`src/rtl/sbox_layer_seq.sv`:
```
// sbox_layer_seq: column-serial Ascon substitution layer driven by an external 5-bit S-box LUT.
// Latency: accept edge, then NCOL SUB cycles; out_valid_o rises NCOL+1 cycles after accept.
// Backpressure: holds the result in DONE until out_ready_i; in_ready_o is low outside IDLE.
//
// Ports:
//   clk, rst                    clock, asynchronous active-high reset
//   in_valid_i/in_ready_o       input state handshake, state_i carries 5 lanes of NCOL bits
//   out_valid_o/out_ready_i     output handshake, state_o shows the working register
//   sbox_addr_o/sbox_data_i     LUT read port, data is combinational from the address
//   busy_o                      high in SUB and DONE so the LUT owner freezes its table
module sbox_layer_seq #(
  parameter int NCOL  = 64,
  parameter int LANES = 5
) (
  input  logic                  clk,
  input  logic                  rst,
  input  logic                  in_valid_i,
  output logic                  in_ready_o,
  input  logic [LANES*NCOL-1:0] state_i,
  output logic                  out_valid_o,
  input  logic                  out_ready_i,
  output logic [LANES*NCOL-1:0] state_o,
  output logic [4:0]            sbox_addr_o,
  input  logic [4:0]            sbox_data_i,
  output logic                  busy_o
);

  localparam int CW = (NCOL > 1) ? $clog2(NCOL) : 1;
  localparam logic [CW-1:0] LAST_COL = CW'(NCOL - 1);

  typedef enum logic [1:0] {IDLE, SUB, DONE} state_t;

  state_t                state_q, state_d;
  logic [CW-1:0]         col_q, col_d;
  logic [LANES*NCOL-1:0] work_q, work_d;

  // Lane views of the working register and the column-substituted version.
  logic [NCOL-1:0]       lane_q   [LANES];
  logic [NCOL-1:0]       lane_sub [LANES];
  logic [LANES*NCOL-1:0] work_sub;
  logic [LANES-1:0]      col_bits;

  // x0 is the address MSB, so lane k lands on bit LANES-1-k of both
  // the address and the returned data.
  always_comb begin
    col_bits = '0;
    work_sub = '0;
    for (int k = 0; k < LANES; k++) begin
      lane_q[k]                = work_q[k*NCOL +: NCOL];
      col_bits[LANES-1-k]      = lane_q[k][col_q];
      lane_sub[k]              = lane_q[k];
      lane_sub[k][col_q]       = sbox_data_i[LANES-1-k];
      work_sub[k*NCOL +: NCOL] = lane_sub[k];
    end
  end

  always_ff @(posedge clk or posedge rst) begin
    if (rst) begin
      state_q <= IDLE;
      col_q   <= '0;
      work_q  <= '0;
    end else begin
      state_q <= state_d;
      col_q   <= col_d;
      work_q  <= work_d;
    end
  end

  always_comb begin
    state_d = state_q;
    col_d   = col_q;
    work_d  = work_q;
    case (state_q)
      IDLE: begin
        if (in_valid_i) begin
          work_d  = state_i;
          col_d   = '0;
          state_d = SUB;
        end
      end
      SUB: begin
        work_d = work_sub;
        col_d  = col_q + CW'(1);
        if (col_q == LAST_COL) begin
          state_d = DONE;
        end
      end
      DONE: begin
        if (out_ready_i) begin
          state_d = IDLE;
        end
      end
      default: state_d = IDLE;
    endcase
  end

  // All outputs decode from registered state only.
  assign in_ready_o  = (state_q == IDLE);
  assign out_valid_o = (state_q == DONE);
  assign busy_o      = (state_q == SUB) || (state_q == DONE);
  assign sbox_addr_o = (state_q == SUB) ? col_bits : 5'd0;
  assign state_o     = work_q;

endmodule
```
`config.mk`:
```
export PLATFORM = sky130hd
export DESIGN_NAME = sbox_layer_seq
export DESIGN_NICKNAME = d
export VERILOG_FILES = /design/src/rtl/sbox_layer_seq.sv
export SDC_FILE = /design/constraint.sdc
export NUM_CORES = 1
export LEC_CHECK = 0
export CAP_MARGIN = 20
export CORE_AREA = 4 4 255 257
export CTS_CLUSTER_SIZE = 16
export DETAILED_ROUTE_END_ITERATION = 6
export DIE_AREA = 0 0 259 261
export GPL_TIMING_DRIVEN = 0
export PLACE_DENSITY = 0.54
export RECOVER_POWER = 25
export SYNTH_ARGS = -nofsm -noshare
export SYNTH_HDL_FRONTEND = slang
export SYNTH_SLANG_ARGS = --single-unit
```
`constraint.sdc`:
```
create_clock -name clk -period 30 [get_ports clk]
set_clock_uncertainty 0.2 [all_clocks]
set_input_delay 9 -clock clk [delete_from_list [all_inputs] [get_ports clk]]
set_output_delay 9 -clock clk [all_outputs]
set_load 0.005 [all_outputs]
```
; Word-level counts from Yosys, hierarchy flattened
; Cells that the tools add are included.
[totals]
ff_bits = 328
out_inout_bits = 328
word_cells = 44
[classes]
add_sub_neg = 1
magnitude_cmp = 2
n_eq_ne = 6
n_mux = 26
reduce_logical = 6
[ops]
columns = cell, count
row1 = 320-bit case mux with 2 select lines, 1
row2 = 64-bit bitwise mux, 5
row3 = 320-bit two-way mux, 1
row4 = 1-bit binary-select mux with 6-bit select, 5
row5 = 6-bit case mux with 2 select lines, 1
row6 = 6-bit by 7-bit less-than comparator with 1-bit output (second input constant), 1
row7 = 6-bit by 1-bit adder with 6-bit output (second input constant), 1
row8 = 1-bit demux with 6-bit select, 1
row9 = 6-bit equality test (second input constant), 1
row10 = 6-bit by 1-bit greater-or-equal comparator with 1-bit output (second input constant), 1
row11 = 1-bit two-way mux, 6
row12 = 2-bit two-way mux, 3
row13 = 6-bit two-way mux, 1
row14 = 2-bit case mux with 3 select lines, 1
row15 = 5-bit two-way mux, 1
row16 = 2-bit != test (second input constant), 2
row17 = 3-bit AND reduction, 1
row18 = 2-bit by 1-bit equality test with 1-bit output (second input constant), 1
row19 = 2-bit equality test (second input constant), 1
row20 = 2-bit zero test, 1
row21 = 2-bit by 1-bit != test with 1-bit output (second input constant), 1
row22 = 2-bit AND reduction, 1
row23 = 2-bit nonzero test, 1
row24 = 1-bit logical AND, 1
row25 = 1-bit logical OR, 1

; Longest topological paths before layout
; Gate-level depths: netlist of run 1.
[logic_depth]
word_depth = 6
mapped_depth = 9
depth_no_buf = 7

; Worst setup path after synthesis of run 1
; OpenSTA, ideal clock, no wires.
[synth_timing]
kind = reg2out
start = register col_q[0]
end = output sbox_addr_o[1]
arrival_ps = 1867
required_ps = 20800
setup_slack_ps = 18933
path_stages_with_launch = 7
cell_sequence = dfrtp_1 buf_6 buf_6 mux4_2 a311oi_1 a31oi_1 o41a_1
[synth_via]
elab_chain_len = 3
[synth_lines]
columns = element, line_no
row1 = start: declaration, 34  ; logic [CW-1:0] col_q, col_d;
row2 = start signal: assignment, 64  ; col_q <= col_d;
row3 = 1-bit binary-select mux with 6-bit select, 50  ; col_bits[LANES-1-k] = lane_q[k][col_q];
row4 = 1-bit two-way mux (implied by the code), 50
row5 = 5-bit two-way mux, 101  ; assign sbox_addr_o = (state_q == SUB) ? col_bits : 5'd0;
row6 = end: declaration, 23  ; output logic [4:0] sbox_addr_o,
; Every way passes these cells. The select of a mux whose other input is x is not followed.

==> results.json, run 1 <==
{
  "start_kind": "primary input",
  "tightest_slew_ns": 6.74,
  "leakagePower_nw": 10.4,
  "gp_congestion": 0.944,
  "drive_above_1_share_pct": 8.17,
  "syn_nets": 2251,
  "synthAdderAreaFrac_pct": 0.279,
  "vias_per_cell": 5.87,
  "cts_resized": 0,
  "violations": "design-rule violations, max-capacitance violations, max-slew violations",
  "hold_viol_final": 0,
  "ir_drop_mv": 0.0521,
  "slowest_delay_ns": 4.77,
  "cts_tree": "yes",
  "wl_met2_um": 56600,
  "min_period_ns": 18.31,
  "path_cells": "dlygate4sd3_1, clkinvlp_2, clkbuf_1",
  "synth_cell_types": 65,
  "cts_setup_buffers": 0,
  "crit_type": "in2async",
  "worstSkewPairLatency_ns": 0.56,
  "track_usage_pct": 34.2,
  "grt_pass1_vias": 20500,
  "design_area_sq_um": 26900,
  "slowest_stage": "clkbuf_1",
  "required_ns": 28.80,
  "whs_ns": 0.300,
  "numPlacedInstances": 3424,
  "synth_edf_count": 0,
  "p_total_mw": 3.05,
  "critical_path_arrival_ns": 17.11,
  "coreArea_sq_um": 62700,
  "die_w_um": 259,
  "powerDensity_nw_per_um2": 113,
  "syn_avg_cell_area_sq_um": 9.37,
  "die-area_sq_um": 67600,
  "wl_per_cell_um": 34.4,
  "dp_hpwl_um": 92000,
  "post-route-period-util_pct": 61.0,
  "slew_headroom_pct": -349,
  "fmax_mhz": 54.6,
  "highest_layer": "met5",
  "drc": 1,
  "htree_levels": 2,
  "synth-compound-area-share_pct": 30.9,
  "synth_top_family_by_area": "compound AO/OA/AOI/OAI gates",
  "vias": 20500,
  "clkSlewWorstSetupHoldPaths_ns": 0.06,
  "r2r_slack_ns": 26.22,
  "die_h_um": 261,
  "syn-cell-area_sq_um": 18000,
  "synthXorXnorAreaFrac_pct": 0.0487,
  "ff2ff_path_depth": 9,
  "reg2reg_from": "state_q[1]",
  "fin_setup_tns_ns": 0,
  "final_cell_mix": "clkdlybuf4s50_1, a22oi_1, dfrtp_1",
  "drt-pass1-iter-count": 7,
  "wl_met1_um": 48100,
  "drt-total-wl_um": 120000,
  "ys.flop_type": "dfrtp_1",
  "io_pins": 657,
  "stdcell_count": 3497,
  "final_nets": 2956,
  "ys_ff_latch": 328,
  "area_delta_synth_final_pct": 49.7,
  "path_delay_family": "buffers and inverters",
  "wl_met3_um": 10400,
  "clk_path_buf_depth": 3,
  "cap_violations": 3,
  "ys_warn_count": 0,
  "grt_max_degree": 120,
  "grt_pass1_wl_um": 164000,
  "syn_inst": 1918,
  "drt.antenna.violating_nets": 0,
  "mostFrequentLayoutCell": "clkdlybuf4s50_1",
  "antenna_found_initial": 11,
  "cts_buffers": 41,
  "grt-ovfl-total": 0,
  "worstHoldPathType": "reg2reg",
  "critPathMaxFanout": 119,
  "drt_iter0_markers": 2205,
  "cts_sinks": 328,
  "rows": 92,
  "setup_viol": 0,
  "critPathBufInv": 3,
  "min_to": "state_o[297]",
  "rsz0062_at_grt": "no",
  "yosysSeqAreaShare_pct": 45.7,
  "regToRegEndpoint": "state_o[3]",
  "holdPathStages": 2,
  "outcome": "complete, but fails checks",
  "ctsRootBufferMaster": "clkbuf_16",
  "min_from": "state_o[297]",
  "end_kind": "asynchronous set/reset pin",
  "hold_buffers": 0,
  "synth-async-reset-ratio_pct": 100,
  "yosys.area_share.simple_pct": 12.1,
  "start_util_pct": 28.6,
  "place_area_sq_um": 25700,
  "final_max_slew_viol_count": 333,
  "io_buffers": 656,
  "synth_mux_area_share_pct": 6.42
}
==> synthesized netlist by cell type (all sizes together) (5+ instances only) <==
cell	number	area, sq um
dfrtp	328	8210
buf	63	372
nand2	319	1200
a21oi	89	547
inv	10	37.5
a221oi	25	219
mux4	35	788
nor3b	7	72.6
nor3	11	90.1
a22oi	352	2640
o22a	6	52.6
nor2b	7	43.8
o21ai	314	1570
a221o	5	50.1
and3b	5	43.8
o22ai	11	68.8
nor2	62	260
and2	33	206
and3	8	50.1
clkbuf	111	418
a22o	5	43.8
nand2b	5	31.3
nand3b	5	53.8
nand3	9	57.6
mux2i	32	320
o211ai	9	67.6
==> cell families after synthesis <==
kind of cell / count (synthesis)
fa+ha+maj: 4
mux: 71
simple gates: 481
flops: 328
compound gates: 849
xor+xnor: 1
buf+inv: 184
==> where the power goes <==
| part | switching, mW | internal, mW |
|---|---|---|
| clock | 0.205 | 0.279 |
| sequential | 0.243 | 0.650 |
| combinational | 0.963 | 0.707 |
| total | 1.41 | 1.64 |
==> registers in the layout (all words and copies together), names as in the netlist <==
name and flops:
state_o 320, state_q 2, col_q 6
==> area by class of cell <==
class | count | area [sq um]
Antenna cell | 6 | 15.0
Buffer | 174 | 790
Multi-Input combinational cell | 1406 | 8930
Inverter | 10 | 38.8
Timing Repair Buffer | 662 | 6620
Fill cell | 6180 | 35800
Tap cell | 846 | 1060
Clock buffer | 58 | 1180
Clock inverter | 7 | 62.6
Sequential cell | 328 | 8210
==> worst reg2reg max path, stage by stage (launching register included) <==
cell and delay [ns]:
dfrtp_1 0.41, inv_1 0.10, ha_1 0.24, inv_1 0.08
o21ai_1 0.61, clkbuf_1 0.81, buf_2 0.53, a21oi_1 0.38
nand2_1 0.16, o21ai_0 0.10
==> how the worst max path moves through the flow <==
stage | from | to | slack [ns] | cells past startpoint
3_3_place_gp | rst | state_o[308] | 6.69 | 2
2_1_floorplan | rst | col_q[0] | 11.72 | 1
5_1_grt | rst | state_o[247] | 9.89 | 3
6_report | rst | state_o[304] | 11.69 | 3
4_1_cts | col_q[2] | sbox_addr_o[3] | 16.21 | 9
3_5_place_dp | col_q[2] | sbox_addr_o[3] | 16.81 | 9
==> metal layers <==
metal,vias up,global-route usage [%]
met4,8,12.4
met3,244,8.03
met2,1261,56.1
li1,8620,-
met5,-,0
met1,10400,44.3
==> per-stage QoR <==
step	setup WS, ns	utilization (%)
2_1_floorplan	11.72	-
3_3_place_gp	6.69	40.8
3_5_place_dp	16.81	40.9
4_1_cts	16.21	42.9
5_1_grt	9.89	42.9
6_report	11.69	42.9
(Power assumes the default switching activity.)
==> run 2: changes to the inputs <==
- PLACE_DENSITY: 0.54 -> 0.56
- clock period: 30 -> 15.2 ns (I/O delays scaled with it)
==> results.json, run 2 (synthesis gave the netlist of run 1 again) <==
{
  "final_cell_mix": "clkdlybuf4s50_1, a22oi_1, dfrtp_1",
  "end_kind": "primary output",
  "grt-ovfl-total": 0,
  "cts_tree": "yes",
  "track_usage_pct": 33.6,
  "antenna_found_initial": 11,
  "htree_levels": 2,
  "io_buffers": 656,
  "violations": "max-capacitance violations, max-slew violations",
  "p_total_mw": 6.09,
  "grt_pass1_vias": 20500,
  "start_kind": "flip-flop",
  "slew_headroom_pct": -220,
  "rows": 92,
  "start_util_pct": 28.6,
  "mostFrequentLayoutCell": "clkdlybuf4s50_1",
  "rsz0062_at_grt": "no",
  "numPlacedInstances": 3425,
  "cts_resized": 0,
  "fin_setup_tns_ns": 0,
  "required_ns": 10.44,
  "drive_above_1_share_pct": 8.40,
  "fin_ws_ns": 5.77,
  "cts_sinks": 328,
  "drc": 0,
  "coreArea_sq_um": 62700,
  "worstSkewPairLatency_ns": 0.58,
  "die-area_sq_um": 67600,
  "cap_violations": 1,
  "hold_buffers": 0,
  "die_w_um": 259,
  "dp_hpwl_um": 90800,
  "drt-total-wl_um": 119000,
  "post-route-period-util_pct": 62.1,
  "cts_buffers": 42,
  "leakagePower_nw": 10.5,
  "crit_type": "reg2out",
  "powerDensity_nw_per_um2": 225,
  "setup_viol": 0,
  "met3_usage_pct": 7.13,
  "outcome": "complete, but fails checks",
  "stdcell_count": 3508,
  "grt_max_degree": 120,
  "io_pins": 657,
  "largest_reg_flops": 320,
  "die_h_um": 261,
  "final_nets": 2956,
  "ir_drop_mv": 0.0759,
  "critical_path_arrival_ns": 4.67,
  "worstHoldPathType": "reg2reg",
  "tightest_slew_ns": 4.80,
  "final_max_slew_viol_count": 97,
  "drt.antenna.violating_nets": 0,
  "drt-pass1-iter-count": 6,
  "cts_setup_buffers": 0,
  "vias_per_cell": 5.88,
  "grt_use_met2_pct": 55.0,
  "busiest_layer": "met2",
  "dp_slack_ns": 6.48,
  "wl_per_cell_um": 34.0,
  "critPathMaxFanout": 10,
  "clk_path_buf_depth": 3,
  "area_delta_synth_final_pct": 50.8,
  "clkSlewWorstSetupHoldPaths_ns": 0.06,
  "fmax_mhz": 106,
  "min_period_ns": 9.43,
  "grt_pass1_wl_um": 162000,
  "vias": 20600,
  "gp_congestion": 0.973,
  "use_met1_pct": 43.9,
  "hold_viol_final": 0,
  "ctsRootBufferMaster": "clkbuf_16",
  "drt_iter0_markers": 2152
}
## run 2: per-layer routing
| layer | vias to the layer above | share of wire, % |
|---|---|---|
| met5 | - | 0.034 |
| met4 | 6 | 4.2 |
| met3 | 239 | 8.5 |
| met2 | 1250 | 47 |
| met1 | 10500 | 41 |
| li1 | 8630 | - |
## run 2: cell type report
class                      count  area (sq um)
antenna                        8          20.0
clock inverter                10           110
tap                          846          1060
timing repair buffer         661          6660
multi-input combinational   1406          8930
fill                        6075         35600
clock buffer                  65          1280
buffer                       174           790
sequential                   328          8210
inverter                      10          38.8
## run 2: stage by stage
step                hold WS (ns)  utilization (%)  instance area, sq um
floorplan                  0.286                -                 18000
global placement           0.285             40.8                 25600
detailed placement         0.295             41.0                 25700
CTS                        0.308             43.2                 27100
global route               0.336             43.2                 27100
finish                     0.306             43.2                 27100
## run 2: final timing paths
path | from | endpoint | slack (ns) | cells past startpoint
max in group asynchronous | rst | state_o[75] | 6.91 | 2
setup / recovery | col_q[2] | sbox_addr_o[3] | 5.77 | 9
hold reg to reg | state_o[262] | state_o[262] | 0.31 | 2
setup reg to reg | state_q[1] | state_o[131] | 11.39 | 9
min in group asynchronous | rst | state_o[204] | 5.67 | 2
hold / removal | state_o[262] | state_o[262] | 0.31 | 2
## run 2: worst max-delay path: stages (launching register included)
cell and delay, ns:
dfrtp_1 0.43, buf_4 0.20, inv_1 0.35, buf_2 0.53
clkbuf_1 0.69, nand2_1 0.11, o22ai_1 0.43, a211oi_1 0.11
a41oi_1 0.59, clkdlybuf4s50_1 0.63
## run 2: report_power, final
| group | internal [mW] | switching, mW | leakage [nW] |
|---|---|---|---|
| registers | 1.28 | 0.463 | 4.22 |
| logic | 1.40 | 1.91 | 5.60 |
| clock network | 0.613 | 0.424 | 0.683 |
| total | 3.29 | 2.80 | 10.5 |
